**config.mk**
```make
export PLATFORM = sky130hd
export DESIGN_NAME = adder_pipelined_segmented
export DESIGN_NICKNAME = d
export VERILOG_FILES = /design/src/rtl/adder_pipelined_segmented.sv
export SDC_FILE = /design/constraint.sdc
export NUM_CORES = 1
export LEC_CHECK = 0
export CORE_MARGIN = 4
export CORE_UTILIZATION = 44
export DETAILED_ROUTE_END_ITERATION = 8
export PLACE_DENSITY = 0.66
export SETUP_SLACK_MARGIN = 0.4
export SYNTH_ARGS = -nofsm -noshare
export SYNTH_HDL_FRONTEND = slang
export SYNTH_SLANG_ARGS = --single-unit
```
**constraint.sdc**
```tcl
create_clock -name CLK -period 6 [get_ports CLK]
set_clock_uncertainty 0.2 [all_clocks]
set_input_delay 1.2 -clock CLK [delete_from_list [all_inputs] [get_ports CLK]]
set_output_delay 1.2 -clock CLK [all_outputs]
set_load 0.01 [all_outputs]
```
**src/rtl/adder_pipelined_segmented.sv**
```systemverilog
// adder_pipelined_segmented
// WIDTH-bit adder/subtractor split into NUM_SEGS segments of SEG_W bits. Each stage adds one
// segment and passes its carry to the next stage. Upper operand segments are skewed through
// the stage registers and finished lower partial sums are deskewed, so one beat leaves as a
// whole after NUM_SEGS cycles. A single advance enable stalls all stages together.
// Optional feature: define ADDER_SAT_EN to replace the sum by signed saturation on overflow.
module adder_pipelined_segmented #(
   parameter int unsigned WIDTH    = 64,
   parameter int unsigned SEG_W    = 16,
   parameter int unsigned NUM_SEGS = WIDTH / SEG_W
) (
   input  logic             CLK,
   input  logic             RST,
   input  logic             in_valid,
   output logic             in_ready,
   input  logic [WIDTH-1:0] a,
   input  logic [WIDTH-1:0] b,
   input  logic             ci,
   input  logic             sub,
   output logic             out_valid,
   input  logic             out_ready,
   output logic [WIDTH-1:0] sum,
   output logic             co,
   output logic             ovf
);

   // One pipeline slot. Operand fields hold the full beat; each stage only reads its own
   // segment, so the bits below that segment are dead and trimmed in synthesis.
   typedef struct packed {
      logic             valid;
      logic             ovf;    // only produced by the last stage
      logic             carry;  // carry out of the most recently added segment
      logic [WIDTH-1:0] a;      // operand A
      logic [WIDTH-1:0] b;      // conditioned operand B' (inverted for subtract)
      logic [WIDTH-1:0] s;      // partial sum of the segments added so far
   } stage_t;

   stage_t stage_in [NUM_SEGS];
   stage_t stage_d  [NUM_SEGS];
   stage_t stage_q  [NUM_SEGS];
   logic   adv;

   // A full output slot that nobody takes blocks the whole pipe; otherwise everything moves.
   assign adv      = out_ready | ~out_valid;
   assign in_ready = adv;

   // Stage inputs: stage 0 takes the ports, stage k takes the register of stage k-1.
   // Each stage then adds its segment and forwards everything else.
   always_comb begin
      stage_t         cur;
      logic [SEG_W:0] seg;
      cur = '0;
      seg = '0;

      stage_in[0].valid = in_valid;
      stage_in[0].ovf   = 1'b0;
      stage_in[0].carry = sub | ci;          // subtract is A + ~B + 1, ci ignored
      stage_in[0].a     = a;
      stage_in[0].b     = sub ? ~b : b;
      stage_in[0].s     = '0;
      for (int unsigned k = 1; k < NUM_SEGS; k++) begin
         stage_in[k] = stage_q[k-1];
      end

      for (int unsigned k = 0; k < NUM_SEGS; k++) begin
         cur = stage_in[k];
         seg = {1'b0, cur.a[k*SEG_W +: SEG_W]} + {1'b0, cur.b[k*SEG_W +: SEG_W]}
               + {{SEG_W{1'b0}}, cur.carry};
         stage_d[k]                     = cur;
         stage_d[k].s[k*SEG_W +: SEG_W] = seg[SEG_W-1:0];
         stage_d[k].carry               = seg[SEG_W];
         if (k == NUM_SEGS - 1) begin
            // Carry into the MSB recovered from the MSB full adder: cin = s ^ a ^ b.
            stage_d[k].ovf = seg[SEG_W-1] ^ cur.a[WIDTH-1] ^ cur.b[WIDTH-1] ^ seg[SEG_W];
`ifdef ADDER_SAT_EN
            // Overflow only happens when A and B' share a sign, so A's sign gives direction.
            if (stage_d[k].ovf) begin
               stage_d[k].s = cur.a[WIDTH-1] ? {1'b1, {(WIDTH-1){1'b0}}}
                                             : {1'b0, {(WIDTH-1){1'b1}}};
            end
`endif
         end
      end
   end

   // Pipeline registers: synchronous reset flushes every in-flight beat, adv moves all stages.
   always_ff @(posedge CLK) begin
      if (RST) begin
         for (int unsigned k = 0; k < NUM_SEGS; k++) begin
            stage_q[k] <= '0;
         end
      end else if (adv) begin
         for (int unsigned k = 0; k < NUM_SEGS; k++) begin
            stage_q[k] <= stage_d[k];
         end
      end
   end

   assign out_valid = stage_q[NUM_SEGS-1].valid;
   assign sum       = stage_q[NUM_SEGS-1].s;
   assign co        = stage_q[NUM_SEGS-1].carry;
   assign ovf       = stage_q[NUM_SEGS-1].ovf;

endmodule

```
; ---- Word level (Yosys, flattened, before mapping)
; Memories as Yosys holds them, arrays and structs flattened.
; Cells that the tools add are included.
[classes]
addsub = 8
n_mux = 10
n_bitwise = 11
[op_table]
columns = operator, count
row1 = $mux 195, 4
row2 = $add 16x16->17, 4
row3 = $add 17x1->17, 4
row4 = $mux 64, 1
row5 = $not 64->64, 1
row6 = $or 1x1->1, 6
row7 = $mux 1, 5
row8 = $xor 1x1->1, 3
row9 = $not 1->1, 1
[word_totals]
regBits = 0
ramBits = 780
in_bits = 134
out_inout_bits = 68
wordCells = 30
memories = 1
[memory_table]
columns = name, words, width, read_ports, rd_ports_with_merged_regs, wr, line
row1 = stage_q, 4, 195, 4, 0, 4, 40  ; stage_t stage_q [NUM_SEGS];

; ---- Depth between registers and ports, before layout
; Gate-level depths: netlist of the first run.
; An unclocked memory read counts as a cell.
[depth]
ltp_word = 7
depth_mapped = 13
mapped_depth_nobuf = 11

; ---- Worst setup path after synthesis of the first run
; OpenSTA, ideal clock, no wires.
[synth_path]
kind = input to register
from = input out_ready
to = memory stage_q[0][0] (netlist bit), enable pin
setup_time_ns = 0.575
arrival_ns = 5.754
slack_ns = -0.529
cell_stages = 2
path_buffers = 0
path_cell_list = nand2b_1 > or2_2
[synth_rtl]
columns = item, line
row1 = "start, declared", 21  ; input logic out_ready,
row2 = "end, declared", 40

==> summary.txt, run 1 <==
Post-synthesis simple-gate area fraction -> 14.6%
Final setup viols -> 0
Largest regs -> stage_q (361)
Mapped Nets -> 1402
Root Buffer -> clkbuf_16
Crit path arrival time -> 4040 ps
Placed cell count -> 1833
CTS tree -> built
Cells after Synth -> 1200
Area leader, netlist -> edfxtp_1
Relative slew slack -> 33.7%
Maxcap violations -> 0
Clk sinks -> 361
Top FF cell, synth -> edfxtp_1
Post-DP Area -> 18900 µm²
Drt drc -> 0
Yosys warning total -> 0
Critical path fanouts, max -> 38
Critical path class -> primary input to flip-flop
# fillers -> 3035
Overall Global Routing Usage -> 13.8%
Hold Path Class -> flip-flop to flip-flop
DIE HEIGHT -> 201 µm
Slowest stage cell, crit path -> buf_4
Mux share of post-synthesis cell area -> 0.122%
Post-CTS Repair Setup Buffers -> 0
Worst Setup Start Kind -> primary input
Synth top area share -> 66.3%
Vias -> 9093
Seq cells post-synth -> 361
H-tree Lvls -> 2
Hold buffers post-CTS -> 0
Skew-Pair Late Insertion Delay -> 520 ps
Ys async rst share -> 0%
Port bufs -> 201
Fraction of the mapped netlist area in adder cells -> 5.57%
Area Growth Syn to Fin -> 24.5%
Mapped cell area -> 16400 µm²
DP HPWL -> 18800 µm
Unrepaired setup endpoints after global routing -> no
Crit-path max cell delay -> 490 ps
Most used cell, CP -> fa_1
GPL Wtd Cong -> 0.812
Leakage power -> 8.26 nW
Slew @ Worst Pin -> 994 ps
Synth cell types -> 49
CTS clock-pin slew for the worst setup and hold paths -> 60 ps
Largest net degree at the start of global routing -> 99
WL/cell -> 14.8 µm
EDFF count, synth -> 361
Die footprint -> 40300 µm²
Mapped Avg Cell Area -> 13.6 µm²
DR pass1 iterations -> 4
Row count -> 70
Biggest register -> stage_q
Antenna viol nets, final -> 0
Period Utilization, post-route -> 66.8%
Maximum vdd drop -> 0.000175 V
Synth top area cells -> edfxtp_1 (66%), and2_1 (9.6%), ha_1 (4.6%), xnor2_1 (3.7%), nor2_1 (2.6%)
Hold Vio Cnt, Final -> 0
Setup tns final -> 0 ps
Io pins -> 202
Grt ovf -> 0
Die Width -> 201 µm
CP required -> 6030 ps
Post-synthesis compound-gate area fraction -> 5.62%
Fin nets -> 1611
Share of post-route cells with drive strength above 1 -> 6.38%
Post-CTS Resized -> 0
Max reg flops -> 361
First-pass GRT wire length -> 46000 µm
FMAX -> 249 MHz
Number of global-route vias before repair -> 9061
Initial antenna violation count -> 3
Initial core utilization -> 44.7%
Core ar. -> 36600 µm²
CP bufs+invs -> 2
Kind of cell adding the most delay to the critical path -> compound AO/OA/AOI/OAI gates
Max-slew violation count -> 0
Tmin final -> 4010 ps
Final wirelength -> 28400 µm
CTS Buf Count -> 42
Maximum root-to-sink buffer count -> 3
Sequential share of the synthesized area -> 66.3%
Vias/cell -> 4.76
Chain of cells forming the critical path -> buf_4 > xor2_1 > fa_1 > inv_1 > fa_1 > nand2b_1 > a211oi_1 > o221ai_1 > o21ai_0 > a21oi_1 > xnor2_1 > nor2_1
Drt first-iter violations -> 402
Largest family of logic cells by synthesized area -> simple AND/OR/NAND/NOR gates
Status -> finished, final reports clean
XOR/XNOR share of the synthesized area -> 5.92%
Cell Pwr Density -> 302 nW/µm²
Final Instance Count excl. Fillers -> 1912
Design Area, Final -> 20300 µm²
Kind of end point of the critical path -> flip-flop
-- area by class of cell --
class                      count  area (µm²)  share of cell area (%)
antenna                        1        2.50                  0.0123
tap                          468         586                    2.88
sequential                   361       10800                    53.3
timing repair buffer         212        2170                    10.6
clock buffer                  50        1140                    5.63
multi-input combinational    760        5230                    25.7
clock inverter                28         259                    1.27
inverter                      32         120                   0.590
-- power breakdown --
group	internal, mW	switching (mW)	total (mW)
sequential	2.98	0.0452	3.03
combinational	0.318	0.293	0.611
clock	1.54	0.972	2.51
-- metrics by stage --
stage	hold slack, ps	setup WS, ps	utilization, %	power (mW)
after detailed placement	301	1460	51.7	3.69
after global routing	318	1720	55.6	6.43
after global placement	300	1530	51.7	3.68
final	308	1990	55.6	6.15
after CTS	312	2020	55.6	6.24
after floorplan	297	1290	-	3.45
-- Yosys cell counts (3+ instances only) --
| cell | n |
|---|---|
| o21a_1 | 10 |
| nand3_1 | 6 |
| edfxtp_1 | 361 |
| xor2_1 | 39 |
| o211ai_1 | 4 |
| nand2_1 | 30 |
| nand2b_1 | 12 |
| nor2_1 | 114 |
| o21ai_0 | 28 |
| a21o_1 | 12 |
| a211oi_1 | 3 |
| xnor2_1 | 69 |
| inv_1 | 32 |
| fa_1 | 8 |
| nor3_1 | 11 |
| clkbuf_1 | 41 |
| nor2b_1 | 6 |
| nand4_1 | 5 |
| buf_1 | 5 |
| o21bai_1 | 10 |
| o221ai_1 | 4 |
| a21oi_1 | 46 |
| ha_1 | 60 |
| and2_1 | 252 |
-- worst paths after layout --
check	from	slack [ps]	cells past startpoint	to
hold / removal	stage_q[1][26]	310	1	stage_q[2][26]
setup reg to reg	stage_q[2][192]	2960	10	stage_q[3][193]
setup / recovery	sub	1990	12	stage_q[0][12]
hold reg to reg	stage_q[1][26]	310	1	stage_q[2][26]
-- routing by layer --
metal	part of all wire, %	GRT usage (%)	vias to the layer above
li1	-	-	4642
met3	4.5	2.94	52
met5	0.095	0	-
met4	2.2	4.74	4
met2	50	23.6	181
met1	43	17.5	4214
-- placed cells by master, fill, tap and decap left out, types with 8 or more instances in the layout --
| cell type | instances |
|---|---|
| edfxtp_1 | 361 |
| and2_1 | 252 |
| clkdlybuf4s50_1 | 200 |
| nor2_1 | 114 |
| xnor2_1 | 69 |
| ha_1 | 60 |
| a21oi_1 | 46 |
| clkbuf_16 | 45 |
| xor2_1 | 39 |
| inv_1 | 32 |
| nand2_1 | 30 |
| o21ai_0 | 28 |
| a21o_1 | 12 |
| nand2b_1 | 11 |
| nor3_1 | 11 |
| o21a_1 | 10 |
| o21bai_1 | 10 |
| clkinv_2 | 9 |
| fa_1 | 8 |
-- kinds of logic (layout without fill, tap and decap cells) --
kind of cell	Yosys count	after routing
multiplexers	2	2
buffers and inverters	79	322
flip-flops	361	361
AO/OA/AOI/OAI	139	139
other	0	1
XOR/XNOR	109	109
AND/OR/NAND/NOR	442	442
adder cells (fa/ha/maj)	68	68
Note: power is estimated with default switching activity, not from simulation.
==> run 2: changes to the inputs <==
==> constraint.sdc (replaced) <==
create_clock -name CLK -period 3.5 [get_ports CLK]
set_clock_uncertainty 0.2 [all_clocks]
set_input_delay 0.7 -clock CLK [delete_from_list [all_inputs] [get_ports CLK]]
set_output_delay 0.7 -clock CLK [all_outputs]
set_load 0.01 [all_outputs]
==> summary.txt, run 2 (synthesis gave the netlist of run 1 again) <==
Crit path arrival time -> 3100 ps (-940 ps)
GPL Wtd Cong -> 0.797 (-1.9%)
Biggest register -> stage_q
Core Util, Final -> 55.9% (+0.36 points)
Relative slew slack -> 58.0% (+24 points)
Slew @ Worst Pin -> 630 ps (-364 ps)
Final setup viols -> 0 (unchanged)
Hold Path Class -> flip-flop to flip-flop
DIE HEIGHT -> 201 µm (unchanged)
Worst Setup Start Kind -> primary input
Skew-Pair Late Insertion Delay -> 540 ps (+20 ps)
Final wirelength -> 28400 µm (+0.16%)
DR pass1 iterations -> 4 (unchanged)
Io pins -> 202 (unchanged)
Maximum vdd drop -> 0.000305 V (+74%)
Antenna viol nets, final -> 0 (unchanged)
Share of post-route cells with drive strength above 1 -> 7.95% (+1.6 points)
Worst setup margin -> 479 ps (-1510 ps)
Maxcap violations -> 0 (unchanged)
Register Area -> 10800 µm² (unchanged)
Largest regs -> stage_q (361)
# fillers -> 3037 (+0.066%)
DP HPWL -> 19500 µm (+3.8%)
Max-slew violation count -> 0 (unchanged)
Drt drc -> 0 (unchanged)
Most frequent cells in the layout -> edfxtp_1 (361), and2_1 (252), clkdlybuf4s50_1 (200)
CP required -> 3580 ps (-2450 ps)
Die Width -> 201 µm (unchanged)
Clk sinks -> 361 (unchanged)
Pre-CTS WS -> -152 ps (-1610 ps)
Vias -> 9116 (+0.25%)
Critical path class -> primary input to flip-flop
Initial core utilization -> 44.7% (unchanged)
Vias/cell -> 4.73 (-0.58%)
WL/cell -> 14.7 µm (-0.67%)
Core ar. -> 36600 µm² (unchanged)
Area occupied by multi-input gates -> 5290 µm² (+1.2%)
Unrepaired setup endpoints after global routing -> yes
Fin nets -> 1633 (+1.4%)
Kind of end point of the critical path -> flip-flop
CTS tree -> built
Critical path fanouts, max -> 4 (-89%)
Largest net degree at the start of global routing -> 67 (-32%)
Final Instance Count excl. Fillers -> 1928 (+0.84%)
CTS clock-pin slew for the worst setup and hold paths -> 50 ps (about the same)
Total power -> 10.2 mW (+65%)
Design Area, Final -> 20500 µm² (+0.65%)
Cell Pwr Density -> 496 nW/µm² (+64%)
Area Growth Syn to Fin -> 25.3%
Status -> finished, final reports clean
Period Utilization, post-route -> 86.3%
Port bufs -> 201 (unchanged)
Row count -> 70 (unchanged)
Placed cell count -> 1851 (+0.98%)
FMAX -> 331 MHz
Leakage power -> 8.33 nW (+0.83%)
Tmin final -> 3020 ps
Hold Vio Cnt, Final -> 0 (unchanged)
H-tree Lvls -> 2 (unchanged)
Most common cell after layout, fill and taps aside -> edfxtp_1
Die footprint -> 40300 µm² (unchanged)
Grt ovf -> 0 (unchanged)
Initial antenna violation count -> 1 (-2)
Root Buffer -> clkbuf_16
Max reg flops -> 361 (unchanged)
Overall Global Routing Usage -> 14.0% (+0.21 points)
Hold buffers post-CTS -> 0 (unchanged)
Maximum root-to-sink buffer count -> 3 (unchanged)
Number of global-route vias before repair -> 9142 (+0.89%)
Drt first-iter violations -> 370 (-8.0%)
First-pass GRT wire length -> 46100 µm (+0.17%)
Post-DP Area -> 19200 µm² (+1.3%)
CTS Buf Count -> 40 (-4.8%)
==> run 2: changes by cell type in the layout (fill, tap and decap cells not counted), sizes merged <==
cell | previous run | this run
inv | 35 | 34
bufinv | 4 | 2
clkbuf | 50 | 48
clkinvlp | 6 | 3
buf | 12 | 36
==> run 2: final timing paths <==
path	endpoint	depth (start not counted)	start	slack (ps)
worst min-delay path	stage_q[1][99]	1	stage_q[0][99]	310
worst max-delay path	stage_q[0][14]	12	b[0]	480
worst max register to register	stage_q[3][193]	10	stage_q[2][112]	490
worst min register to register	stage_q[1][99]	1	stage_q[0][99]	310
==> run 2: power by group <==
part	internal (mW)	switching, mW	total [mW]
logic	0.579	0.511	1.09
registers	5.11	0.0790	5.19
clock network	2.29	1.60	3.88
==> run 2: repair_timing <==
item | CTS | global route
resized for setup | 0 | 5
endpoints found under the setup margin | 0 | 7
buffers inserted | 0 | 6
==> run 2: stage by stage <==
step           setup TNS [ps]  hold WS, ps
2_1_floorplan         -217530          297
3_3_place_gp            -92.6          298
3_5_place_dp             -168          301
4_1_cts                     0          310
5_1_grt                     0          321
6_report                    0          306
==> run 2: worst max-delay path, stage by stage <==
cell and delay, ps:
clkdlybuf4s50_1 500, xor2_2 160, fa_2 230, inv_2 40, fa_2 330, nand2b_4 170, a211oi_4 230, o221ai_2 180
o21ai_1 170, a21oi_1 100, nand2b_1 160, and2_1 140
==> run 2: cell type report <==
class | instances | area share, %
sequential | 361 | 52.9
multi-input combinational | 760 | 25.8
timing repair buffer | 236 | 11.8
clock buffer | 48 | 5.14
tap | 468 | 2.86
clock inverter | 22 | 0.806
inverter | 32 | 0.586
antenna | 1 | 0.0122
==> run 2: routing by layer <==
| metal | GRT usage [%] | share of wire [%] | vias to the layer above |
|---|---|---|---|
| met1 | 17.4 | 42 | 4210 |
| met3 | 3.18 | 4.6 | 47 |
| met2 | 24.3 | 51 | 173 |
| li1 | - | - | 4686 |
| met5 | 0 | 0 | - |
| met4 | 4.62 | 2.5 | 0 |
==> patch 1: new RTL, settings of run 1 <==
Change the parameter `WIDTH` from 64 to 128.
--- a/src/rtl/adder_pipelined_segmented.sv
+++ b/src/rtl/adder_pipelined_segmented.sv
@@ -7,3 +7,3 @@
 module adder_pipelined_segmented #(
-   parameter int unsigned WIDTH    = 64,
+   parameter int unsigned WIDTH    = 128,
    parameter int unsigned SEG_W    = 16,
Ports: changed (resized a, b and sum); port bits go from 202 to 394. No check against the original RTL was run, so the function may have changed too.
==> patch 1 against run 1 <==
- sequential cell count up 1128
- design area rose to 3.5 times the old value
- power rose to 3.6 times the old value
- worst setup slack got worse by 430 ps
- wire length rose to 3.5 times the old value
- worst hold slack worse by 15 ps
- highest routed layer is now met4
- area after synthesis grew to 3.7 times the old value
- via count grew to 3.3 times the old value
- largest power group unchanged
- largest cell class unchanged
==> patch 1: results <==
set metrics [dict create \
    outcome "finished clean" \
    dp_hpwl_um 62920 \
    hold_path_depth 1 \
    cts_buffers 155 \
    cp-startpoint "sub" \
    grt_use_total_pct 14.03 \
    peakVddDrop_v 0.0001873 \
    cts_resized 0 \
    grt_max_degree 210 \
    wl_per_cell_um 15.87 \
    ff2ff_setup_slack_ps 2590 \
    reg2reg_to "stage_q[0][1158]$_SDFFCE_PN0P_" \
    min_to "stage_q[1][425]$_SDFFCE_PN0P_" \
    cts_root_buf "clkbuf_16" \
    syn_avg_cell_area_um2 15.24 \
    drt_iter0_markers 2163 \
    r2r-start "stage_q[0][771]$_SDFFCE_PN0P_" \
    crit_family "compound AO/OA/AOI/OAI gates" \
    relSlewSlack_pct 35.90 \
    grt_pass1_wl_um 157700 \
    dpl_cell_area_um2 66880 \
    clk_pin_slew_ps 60 \
    top_regs "stage_q (1489)" \
    syn_nets 4379 \
    place_inst 6032 \
    grt_pass1_vias 29028 \
    h-tree-depth 4 \
    first_pass_iters 8 \
    async_flop_share_pct 0 \
    final.setup.tns_ps 0 \
    synth.top_cells.by_count "1489 x edfxtp_1, 1010 x and2_1, 265 x nor2b_1, 236 x nor2_1, 175 x clkbuf_1" \
    synth-edff-count 1489 \
    p_leak_uw 0.02943 \
    critPathMaxStageDelay_ps 580 \
    vias_per_cell 4.682 \
    switchingPower_uw 4469 \
    synth_warnings 0 \
    antenna_found_initial 11 \
    synth_area_leaders "edfxtp_1 74%, and2_1 10%, nor2b_1 2.7%, ha_1 2.5%, xnor2_1 2.2%" \
    yosysSeqAreaShare_pct 73.72 \
    portBuffers 393 \
    cp.arrival_ps 4740 \
    yosysUniqueCellTypes 65 \
    clk_latency_ps 770 \
    routabilityCongestion 0.7948 \
    slowest_stage "o41ai_1" \
    layout.nets 4806 \
    hp-class "register to register" \
    worst-path-max-fanout 25 \
    hp-start "stage_q[1][38]$_SDFFCE_PN0P_" \
    reg2reg_depth 11 \
    postCtsSetupRepairBufs 0 \
    layout-drive-gt1-share_pct 6.665 \
    clockBufferDepth 3 \
    drt-total-wl_um 100300 \
    synth_top_area_share_pct 73.72 \
]
-- patch 1: per-layer routing --
layer	vias up	track usage (%)	share of wire, %
li1	14845	-	-
met1	13944	20.57	48
met2	631	20.31	43
met3	164	3.487	5.8
met4	0	5.145	2.7
met5	-	0	0
-- patch 1: layout make-up --
cell class / instances / area [um2]
clock buffers: 189 / 4028
diodes: 6 / 15.01
multi-input cells: 2260 / 15090
repair buffers: 453 / 4668
inverters: 49 / 183.9
clock inverters: 91 / 1052
well taps: 1781 / 2228
flip-flops and latches: 1489 / 44710
fillers: 11125 / 64170
-- patch 1: power by group through the flow --
stage | Clock, uW | Combinational (uW) | Sequential (uW)
4_1_cts | 9730 | 956 | 11800
2_1_floorplan | 0 | 572 | 12000
3_5_place_dp | 0 | 949 | 12000
6_report | 9430 | 938 | 11800
5_1_grt | 10200 | 1050 | 11800
3_3_place_gp | 0 | 934 | 12000
-- patch 1: cells by family after synthesis --
group           after synthesis  synth area share (%)
compound gates              263                 2.911
xor+xnor                    208                 3.003
fa+ha+maj                   136                 3.003
buf+inv                     232                 1.438
flops                      1489                 73.72
mux                           5               0.08458
simple gates               1648                 15.84
-- patch 1: through the flow --
stage,setup WS (ps),hold slack (ps)
final,1566,292.6
after global routing,1370,301.9
after CTS,1651,298.5
after detailed placement,778.5,301.4
after global placement,833.8,298.6
after floorplan,-6977,296.7
-- patch 1: worst max path at each step --
stage | to | cells past startpoint
after floorplan | stage_q[0][0]$_SDFFCE_PN0P_ | 4
after global placement | stage_q[0][15]$_SDFFCE_PN0P_ | 13
after detailed placement | stage_q[0][15]$_SDFFCE_PN0P_ | 13
after CTS | stage_q[0][15]$_SDFFCE_PN0P_ | 13
after global routing | stage_q[0][15]$_SDFFCE_PN0P_ | 13
final | stage_q[0][15]$_SDFFCE_PN0P_ | 13
==> patch 2: new RTL, settings of run 1 <==
Made on the original files. Build with the macro `ADDER_SAT_EN` defined.
--- a/src/rtl/adder_pipelined_segmented.sv
+++ b/src/rtl/adder_pipelined_segmented.sv
@@ -6,2 +6,4 @@
 // Optional feature: define ADDER_SAT_EN to replace the sum by signed saturation on overflow.
+`define ADDER_SAT_EN
+
 module adder_pipelined_segmented #(
Formal check against the unedited RTL: not equivalent (Yosys sat finds a counterexample within 10 cycles, from zero or initial values).
==> patch 2 against run 1 <==
- design area up 5.5%
- via count rose by 17%
- wire length is 16% higher
- power is 6.6% higher
- sequential cell count unchanged
- maximum frequency fell by 8.0%
- area after synthesis up 8.3%
- worst setup slack lost 350 ps
- count of clock-buffer cells in the layout down 4
- register-to-register slack worse by 1200 ps
- first-iteration DRC count is 44% higher
- combinational power rose by 53%
- critical path type unchanged
- largest power group unchanged
- highest routed layer unchanged
==> patch 2: results <==
set metrics [dict create \
    cp-startpoint "ci" \
    drt-total-wl_um 32890 \
    critPathMaxStageDelay_ps 440 \
    antennaDiodeCount 0 \
    first_pass_iters 6 \
    layout-drive-gt1-share_pct 9.062 \
    grt_max_degree 220 \
    clk_pin_slew_ps 60 \
    routabilityCongestion 0.7803 \
    worst_pin_slew_ps 904.6 \
    grt_use_total_pct 15.02 \
    routed-via-count 10674 \
    grt_pass1_wl_um 53480 \
    p_leak_uw 0.008461 \
    drt_iter0_markers 577 \
    sw_frac_of_total_pct 22.69 \
    syn_nets 1565 \
    peakVddDrop_v 0.0001827 \
    layout.nets 1740 \
    antenna_found_initial 1 \
    h-tree-depth 2 \
    yosysSeqAreaShare_pct 61.23 \
    slowest_stage "fa_1" \
    hp-start "stage_q[0][116]$_SDFFCE_PN0P_" \
    clockBufferDepth 3 \
    r2r-start "stage_q[2][192]$_SDFFCE_PN0P_" \
    cap_viol_max_count 0 \
    dp_hpwl_um 21150 \
    worst-path-max-fanout 3 \
    pwr-share-clk_pct 38.3 \
    outcome "finished clean" \
    synth_area_leaders "edfxtp_1 61%, and2_1 7.1%, ha_1 4.2%, xnor2_1 3.6%, o31ai_2 3.5%" \
    top_regs "stage_q (361)" \
    yosysUniqueCellTypes 61 \
    cts_buffers 40 \
    synth.top_cells.by_count "361 x edfxtp_1, 201 x and2_1, 101 x a21oi_1, 97 x nor2_1, 73 x o21ai_0" \
    clk_latency_ps 540 \
]
[patch 2: logic make-up (layout without fill, tap and decap cells)]
kind of cell / after synthesis / count (layout) / share of synthesized area (%)
buf+inv: 111 / 315 / 3.300
xor+xnor: 97 / 97 / 4.798
mux: 8 / 8 / 0.4523
flops: 361 / 361 / 61.23
simple gates: 388 / 388 / 11.97
compound gates: 330 / 330 / 13.11
fa+ha+maj: 68 / 68 / 5.144
[patch 2: area by class of cell]
cell class / instances / area, um2
Fill cell: 3365 / 18260
Timing Repair Buffer: 215 / 2202
Inverter: 29 / 110.1
Clock inverter: 25 / 307.8
Clock buffer: 46 / 1045
Multi-Input combinational cell: 891 / 6311
Sequential cell: 361 / 10840
Tap cell: 525 / 656.9
[patch 2: path summary, 6_finish.rpt]
path | cells past startpoint | endpoint | slack, ps
worst max-delay path | 12 | stage_q[0][192]$_SDFFCE_PN0P_ | 1640
worst min-delay path | 1 | stage_q[1][116]$_SDFFCE_PN0P_ | 310
worst max register to register | 13 | stage_q[3][1]$_SDFFCE_PN0P_ | 1780
worst min register to register | 1 | stage_q[1][116]$_SDFFCE_PN0P_ | 310
[patch 2: per-layer routing]
metal | track usage [%] | vias up | part of all wire, %
li1 | - | 5307 | -
met1 | 18.41 | 5107 | 43
met2 | 26.75 | 203 | 50
met3 | 2.792 | 55 | 4.4
met4 | 5.243 | 2 | 2.3
met5 | 0 | - | 0.040
[patch 2: power groups by stage]
| stage | Sequential (uW) | Clock (uW) | Combinational [uW] |
|---|---|---|---|
| global route | 3130 | 2690 | 1030 |
| finish | 3110 | 2510 | 933 |
| global placement | 3160 | 0 | 922 |
| CTS | 3120 | 2580 | 945 |
| floorplan | 3180 | 0 | 572 |
| detailed placement | 3170 | 0 | 939 |
[patch 2: worst register-to-register path, cell delays in order (launching register included)]
cell and delay (ps):
edfxtp_1 350, inv_1 80, fa_1 230, inv_1 70, fa_1 430, a211o_1 300
a21oi_1 260, o211a_1 250, nor4b_1 70, a211oi_2 360, and3_4 730, buf_12 400
o31ai_2 90, a21oi_1 220
[patch 2: stage by stage]
step / std cells / worst slack, ps / area, um2
final: 2092 / 1641 / 21470
after global routing: 2092 / 1471 / 21470
after CTS: 2092 / 1712 / 21470
after detailed placement: 2021 / 1140 / 20120
after global placement: 2021 / 1183 / 20120
after floorplan: 1363 / 1159 / 17710
